$ cat config.mk
export PLATFORM = sky130hd
export DESIGN_NAME = alu_cmd_engine
export DESIGN_NICKNAME = d
export VERILOG_FILES = /design/src/rtl/alu_cmd_engine.sv
export SDC_FILE = /design/constraint.sdc
export NUM_CORES = 1
export LEC_CHECK = 0
export ABC_AREA = 0
export ABC_CLOCK_PERIOD_IN_PS = 4500
export BUFFER_PORTS_ARGS = -buffer_cell sky130_fd_sc_hd__buf_2
export CORE_AREA = 2 2 53 55
export CTS_BUF_LIST = sky130_fd_sc_hd__clkbuf_4 sky130_fd_sc_hd__clkbuf_8 sky130_fd_sc_hd__clkbuf_16
export CTS_CLUSTER_SIZE = 40
export DETAILED_ROUTE_END_ITERATION = 8
export DIE_AREA = 0 0 55 57
export GPL_ROUTABILITY_DRIVEN = 0
export HOLD_SLACK_MARGIN = 0.08
export PLACE_DENSITY = 0.8
export SYNTH_ARGS = -nofsm -noshare
export SYNTH_HDL_FRONTEND = slang
export SYNTH_SLANG_ARGS = --single-unit
$ cat constraint.sdc
create_clock -name clk -period 4.5 [get_ports clk]
set_clock_uncertainty 0.05 [all_clocks]
set_input_delay 0.45 -clock clk [delete_from_list [all_inputs] [get_ports clk]]
set_output_delay 0.45 -clock clk [all_outputs]
set_load 0.02 [all_outputs]
$ cat src/rtl/alu_cmd_engine.sv
// Clocked command front-end for a 4-bit ALU: registers operands,
// waits a settle interval, then returns the captured result.
module alu_cmd_engine #(
    parameter int unsigned SETTLE_CYCLES = 1
) (
    input  logic       clk,
    input  logic       rst_n,
    input  logic       cmd_valid,
    output logic       cmd_ready,
    input  logic [3:0] cmd_a,
    input  logic [3:0] cmd_b,
    input  logic [1:0] cmd_sel,
    output logic [3:0] alu_a,
    output logic [3:0] alu_b,
    output logic [1:0] alu_sel,
    input  logic [3:0] alu_result,
    input  logic       alu_carry,
    output logic       rsp_valid,
    input  logic       rsp_ready,
    output logic [3:0] rsp_result,
    output logic       rsp_carry,
    output logic       busy,
    output logic [7:0] op_count
);

    typedef enum logic [1:0] {
        IDLE,
        DRIVE,
        RESPOND
    } state_e;

    localparam logic [3:0] LAST = 4'(SETTLE_CYCLES - 1);

    state_e     state_q;
    logic [3:0] settle_q;
    logic [3:0] alu_a_q;
    logic [3:0] alu_b_q;
    logic [1:0] alu_sel_q;
    logic       rsp_valid_q;
    logic [3:0] rsp_result_q;
    logic       rsp_carry_q;
    logic [7:0] op_count_q;

    always_ff @(posedge clk or negedge rst_n) begin
        if (!rst_n) begin
            state_q      <= IDLE;
            settle_q     <= 4'd0;
            alu_a_q      <= 4'd0;
            alu_b_q      <= 4'd0;
            alu_sel_q    <= 2'd0;
            rsp_valid_q  <= 1'b0;
            rsp_result_q <= 4'd0;
            rsp_carry_q  <= 1'b0;
            op_count_q   <= 8'd0;
        end else begin
            case (state_q)
                IDLE: begin
                    if (cmd_valid) begin
                        alu_a_q   <= cmd_a;
                        alu_b_q   <= cmd_b;
                        alu_sel_q <= cmd_sel;
                        settle_q  <= 4'd0;
                        state_q   <= DRIVE;
                    end
                end
                DRIVE: begin
                    settle_q <= settle_q + 4'd1;
                    // Operands have been stable on the ALU for the full interval.
                    if (settle_q == LAST) begin
                        rsp_result_q <= alu_result;
                        rsp_carry_q  <= alu_carry;
                        rsp_valid_q  <= 1'b1;
                        state_q      <= RESPOND;
                    end
                end
                RESPOND: begin
                    if (rsp_ready) begin
                        rsp_valid_q <= 1'b0;
                        op_count_q  <= op_count_q + 8'd1;
                        state_q     <= IDLE;
                    end
                end
                default: state_q <= IDLE;
            endcase
        end
    end

    assign cmd_ready  = (state_q == IDLE);
    assign busy       = (state_q != IDLE);
    assign alu_a      = alu_a_q;
    assign alu_b      = alu_b_q;
    assign alu_sel    = alu_sel_q;
    assign rsp_valid  = rsp_valid_q;
    assign rsp_result = rsp_result_q;
    assign rsp_carry  = rsp_carry_q;
    assign op_count   = op_count_q;

endmodule

==> impl_metrics.yaml, run 1 <==
status:
  outcome: "finished clean"
sta:
  hold_slack_ns: 0.0865
  setup_violations: 0
  relSlewSlack_pct: 57.8
  fin_crit_ns: 1.78
  finalHoldViolCount: 0
  worst_pin_slew_ns: 0.633
  finalSetupTns_ns: 0
  post-route-period-util_pct: 39.6
  fmax_ghz: 0.562
  rsz0062_at_grt: "false"
  slew_violations: 0
floorplanning:
  die_x_um: 55
  die_h_um: 57
  initial_core_util_pct: 49.1
  pin_count: 45
  dieArea_um2: 3140
  core_um2: 2620
  placementRows: 19
critical_path:
  worstPathCellList: "or2_4 -> inv_2 -> buf_2"
  critical_path.top_delay_family: "flip-flops"
  cpPeakStageDelay_ns: 0.47
  r2r_start: "settle_q[0]"
  start_kind: "register"
  r2r_slack_ns: 2.92
  crit_type: "reg -> out"
  r2r-end: "rsp_carry"
  slowest_stage: "dfrtp_1"
  required_ns: 4.00
  arrival_ns: 1.28
  critPathCaptureType: "output port"
  timing.critical_path.buf_inv: 2
  critPathMaxFanout: 10
  reg2reg_depth: 5
routing:
  wirelength_mm: 2.30
  drc_errors: 0
  viasPerCell: 5.20
  dr.pass1.iters: 4
  wl_per_cell_um: 12.9
  drtIter0Drc: 14
  ant_nets: 0
  dr_total_vias: 930
power:
  powerDensity_nw_per_um2: 703
  combinationalPowerShare_pct: 41.7
  seq_power_share_pct: 41.1
  ir_drop_uv: 475
  switching_power_uw: 428
  p_leak_nw: 0.817
  switching_share_pct: 38.1
  power_mw: 1.12
  clkPwrFrac_pct: 17.2
  p_int_uw: 696
clocking:
  hold_buffers: 0
  cts-resized-gates: 0
  insertion_delay_ns: 0.33
  numClockSinks: 30
  postCtsSetupBuffers: 0
  cts_made_buffers: 5
  cts_buffer_depth: 2
  clk_pin_slew_worst_paths_ns: 0.09
  cts_max_level: 2
  cts_tree: "done"
  cts_root_buf: "clkbuf_4"
cells_and_area:
  diodes: 0
  finalNetCount: 169
  layout.cells.non_filler: 179
  final_common_cell: "buf_2"
  final_cell_mix: "buf_2 (44), dfrtp_1 (30), mux2_2 (15), nand2_1 (12), clkbuf_4 (5)"
  drive_above_1_share_pct: 49.3
  stdcell_area_um2: 1600
  syn_to_final_growth_pct: 24.6
global_routing:
  gr-total-overflow: 0
  antenna_found_initial: 0
  grt_usage_pct: 16.8
  grt_max_degree: 31
  grt_pass1_vias: 896
  grt_pass1_wl_mm: 3.68
synth:
  synthesis.nets: 120
  synth_cell_types: 28
  yosys_warnings: 0
  synthesis.area_um2: 1280
  syn_avg_cell_area_um2: 13.1
  ys_ff_latch: 30
  ys_seq_area_share_pct: 58.5
  netlist_instances: 98
place:
  hpwlAfterDp_mm: 1.79
  placed_cell_area_um2: 1520
  dp_cells: 171
  portBuffers: 44
hold_path:
  hold_class: "in -> async"
flow_run:
  cap_viol_max_count: 0
-- worst max-delay path by stage --
| stage | from | endpoint | cells past startpoint |
|---|---|---|---|
| floorplan | state_q[0] | alu_a[0] | 6 |
| global placement | settle_q[0] | rsp_result[3] | 5 |
| detailed placement | settle_q[0] | rsp_result[0] | 5 |
| CTS | state_q[0] | cmd_ready | 3 |
| global route | state_q[0] | cmd_ready | 3 |
| finish | state_q[0] | cmd_ready | 3 |
-- routing by layer --
| layer | routed length, um | vias to the layer above | track usage, % |
|---|---|---|---|
| met3 | 236 | 6 | 8.38 |
| met4 | 35 | 0 | 6.27 |
| met5 | 0 | - | 0 |
| met2 | 1120 | 40 | 28.1 |
| li1 | - | 436 | - |
| met1 | 912 | 448 | 17.7 |
-- stage by stage --
stage                     setup WS (ns)  utilization [%]
after floorplan                    2.86                -
after detailed placement           2.91             58.1
after global routing               2.65             61.1
after global placement             2.99             58.1
after CTS                          2.70             61.1
final                              2.72             61.1
-- cells in the mapped netlist --
master | n | area share [%]
dfrtp_1 | 30 | 58
mux2_2 | 15 | 13
nand2_1 | 12 | 3.5
nand3_1 | 4 | 1.6
xor2_1 | 4 | 2.7
ha_1 | 3 | 2.9
xnor2_1 | 3 | 2.0
a22o_1 | 2 | 1.4
buf_6 | 2 | 1.8
inv_1 | 2 | 0.59
nor3_1 | 2 | 0.78
o21ai_0 | 2 | 0.78
or2b_1 | 2 | 1.2
a21oi_1 | 1 | 0.39
and2_4 | 1 | 0.68
and2b_1 | 1 | 0.59
and3b_2 | 1 | 0.78
inv_2 | 1 | 0.29
mux2i_1 | 1 | 0.78
nand2b_1 | 1 | 0.49
nand3b_2 | 1 | 0.88
nand4_1 | 1 | 0.49
nor2_1 | 1 | 0.29
nor3b_1 | 1 | 0.59
nor4_2 | 1 | 0.97
o21bai_1 | 1 | 0.59
o311ai_0 | 1 | 0.68
or2_4 | 1 | 0.68
-- flip-flops by register name, indices dropped and copies added, names as in the netlist --
register    cells
alu_b           4
rsp_valid       1
alu_a           4
settle_q        4
rsp_carry       1
op_count        8
rsp_result      4
state_q         2
alu_sel         2
-- layout make-up --
type | instances | area [um^2]
fillers | 199 | 1020
flip-flops and latches | 30 | 751
multi-input cells | 63 | 499
repair buffers | 44 | 220
clock buffers | 8 | 78.8
well taps | 31 | 38.8
inverters | 3 | 11.3
-- worst reg2reg max path: cells and delay by family (launching register included) --
kind          cells  cell delay (ns)
fa+ha+maj         1             0.13
mux               1             0.33
simple gates      2             0.46
buf+inv           1             0.08
flops             1             0.43
-- logic make-up (layout without fill, tap and decap cells) --
family / Yosys count / after routing / share of synthesized area (%)
DFF: 30 / 30 / 58.5
xor gates and xnor gates: 7 / 7 / 4.78
muxes: 16 / 16 / 13.9
AOI/OAI and AO/OA: 7 / 7 / 3.80
buffers and inverters: 5 / 55 / 2.63
and+or+nand+nor: 30 / 30 / 13.5
adders and majority gates: 3 / 3 / 2.92
-- power by group through the flow --
stage                     Combinational [mW]  Clock, mW  Sequential (mW)
after floorplan                        0.240          0            0.560
after global placement                 0.458          0            0.458
after detailed placement               0.477          0            0.467
after CTS                              0.477      0.200            0.462
after global routing                   0.514      0.212            0.478
final                                  0.469      0.193            0.462
Power figures use the tool's default switching activity.
==> inputs of run 2 (changes only) <==
ABC_CLOCK_PERIOD_IN_PS = 1800   (was 4500)
CORE_AREA = 2 2 40 79   (was 2 2 53 55)
DIE_AREA = 0 0 42 81   (was 0 0 55 57)
PLACE_DENSITY = 0.74   (was 0.8)
clock period = 1.8 ns   (was 4.5 ns; I/O delays follow)
==> run 2 against run 1 <==
Design area is 7.7% higher. Combinational power increased to 2.5 times the previous value. Sequential share of layout area fell by 3.3 points. Highest routed layer unchanged.
==> impl_metrics.yaml, run 2 (synthesis results as in run 1) <==
status:
  outcome: "finished clean"
sta:
  fin_ws_ns: 0.217
  post-route-period-util_pct: 87.9
  fmax_ghz: 0.632
  fin_crit_ns: 1.58
  rsz0062_at_grt: "false"
  relSlewSlack_pct: 57.9
  slew_violations: 0
  hold_slack_ns: 0.0898
  finalSetupTns_ns: 0
  finalHoldViolCount: 0
  worst_pin_slew_ns: 0.631
  setup_violations: 0
clocking:
  numClockSinks: 30
  cts-resized-gates: 0
  clk_pin_slew_worst_paths_ns: 0.06
  hold_buffers: 9
  insertion_delay_ns: 0.28
  cts_buffer_depth: 2
  cts_root_buf: "clkbuf_8"
  postCtsSetupBuffers: 0
  cts_max_level: 2
  cts_made_buffers: 5
  cts_tree: "done"
hold_path:
  hold_class: "in -> reg"
  worstHoldPathCells: 2
place:
  post-place-ws_ns: 0.217
  portBuffers: 44
  hpwlAfterDp_mm: 1.57
critical_path:
  crit_cells: 5
  worstPathCellList: "inv_1 -> ha_1 -> nor3b_1 -> nand2_1 -> mux2_2"
  start_kind: "register"
  reg2reg_depth: 5
  critPathCaptureType: "register"
  arrival_ns: 1.70
  crit_type: "reg -> reg"
  cpPeakStageDelay_ns: 0.42
  critPathMaxFanout: 7
  slowest_stage: "dfrtp_1"
  required_ns: 1.91
  timing.critical_path.buf_inv: 1
  critical_path.top_delay_family: "simple AND/OR/NAND/NOR gates"
routing:
  ant_nets: 0
  dr_total_vias: 936
  wl_per_cell_um: 12.0
  viasPerCell: 5.03
  wl_met3_um: 171
  wl_met2_mm: 1.08
  wl_met1_um: 919
  dr.pass1.iters: 2
  drc_errors: 0
  wirelength_mm: 2.24
  highest_layer: "met4"
  drtIter0Drc: 5
global_routing:
  grt_usage_pct: 15.2
  antenna_found_initial: 0
  gr-total-overflow: 0
  grt_pass1_wl_mm: 3.77
  grt_max_degree: 31
  grt_pass1_vias: 883
floorplanning:
  core_um2: 2840
  placementRows: 28
  pin_count: 45
  dieArea_um2: 3400
  initial_core_util_pct: 45.2
  die_h_um: 81
  die_x_um: 42
power:
  p_leak_nw: 0.867
  powerDensity_nw_per_um2: 1740
  ir_drop_uv: 1050
cells_and_area:
  largest_reg_flops: 8
  final_common_cell: "buf_2"
  final_cell_mix: "buf_2 (44), dfrtp_1 (30), mux2_2 (15), nand2_1 (12), dlygate4sd3_1 (9)"
  finalNetCount: 178
  diodes: 0
  fill_cells: 221
  syn_to_final_growth_pct: 34.1
  drive_above_1_share_pct: 46.2
flow_run:
  cap_viol_max_count: 0
==> run 2: layout make-up <==
type | count | area [um^2] | area share (%)
flip-flops and latches | 30 | 751 | 43.6
multi-input cells | 63 | 499 | 29.0
repair buffers | 53 | 310 | 18.0
clock buffers | 6 | 82.6 | 4.80
well taps | 30 | 37.5 | 2.18
clock inverters | 1 | 30.0 | 1.74
inverters | 3 | 11.3 | 0.654
==> run 2: worst paths after layout <==
| kind | start | end | slack, ns |
|---|---|---|---|
| setup / recovery | settle_q[0] | rsp_result[3] | 0.22 |
| hold / removal | cmd_b[3] | alu_b[3] | 0.09 |
| setup reg to reg | settle_q[0] | rsp_result[3] | 0.22 |
| hold reg to reg | op_count[7] | op_count[7] | 0.42 |
| max in group asynchronous | rst_n | alu_b[3] | 0.88 |
| min in group asynchronous | rst_n | rsp_result[3] | 0.41 |
==> run 2: per-stage QoR <==
stage          power (mW)  utilization (%)  cells  cell area (um^2)
2_1_floorplan        2.00                -     98              1280
3_3_place_gp         2.31             53.5    170              1520
3_5_place_dp         2.34             53.5    170              1520
4_1_cts              3.05             60.7    186              1720
5_1_grt              3.20             60.7    186              1720
6_report             3.00             60.7    186              1720
==> run 2: power by group <==
part | switching [mW] | internal [mW]
registers | 0.203 | 0.950
logic | 0.635 | 0.540
clock network | 0.233 | 0.442
total | 1.07 | 1.93
==> run 2: metal layers <==
metal	vias to the layer above	GRT usage (%)
met1	435	17.4
met5	-	0
met3	7	4.67
met2	39	24.2
met4	0	9.68
li1	455	-
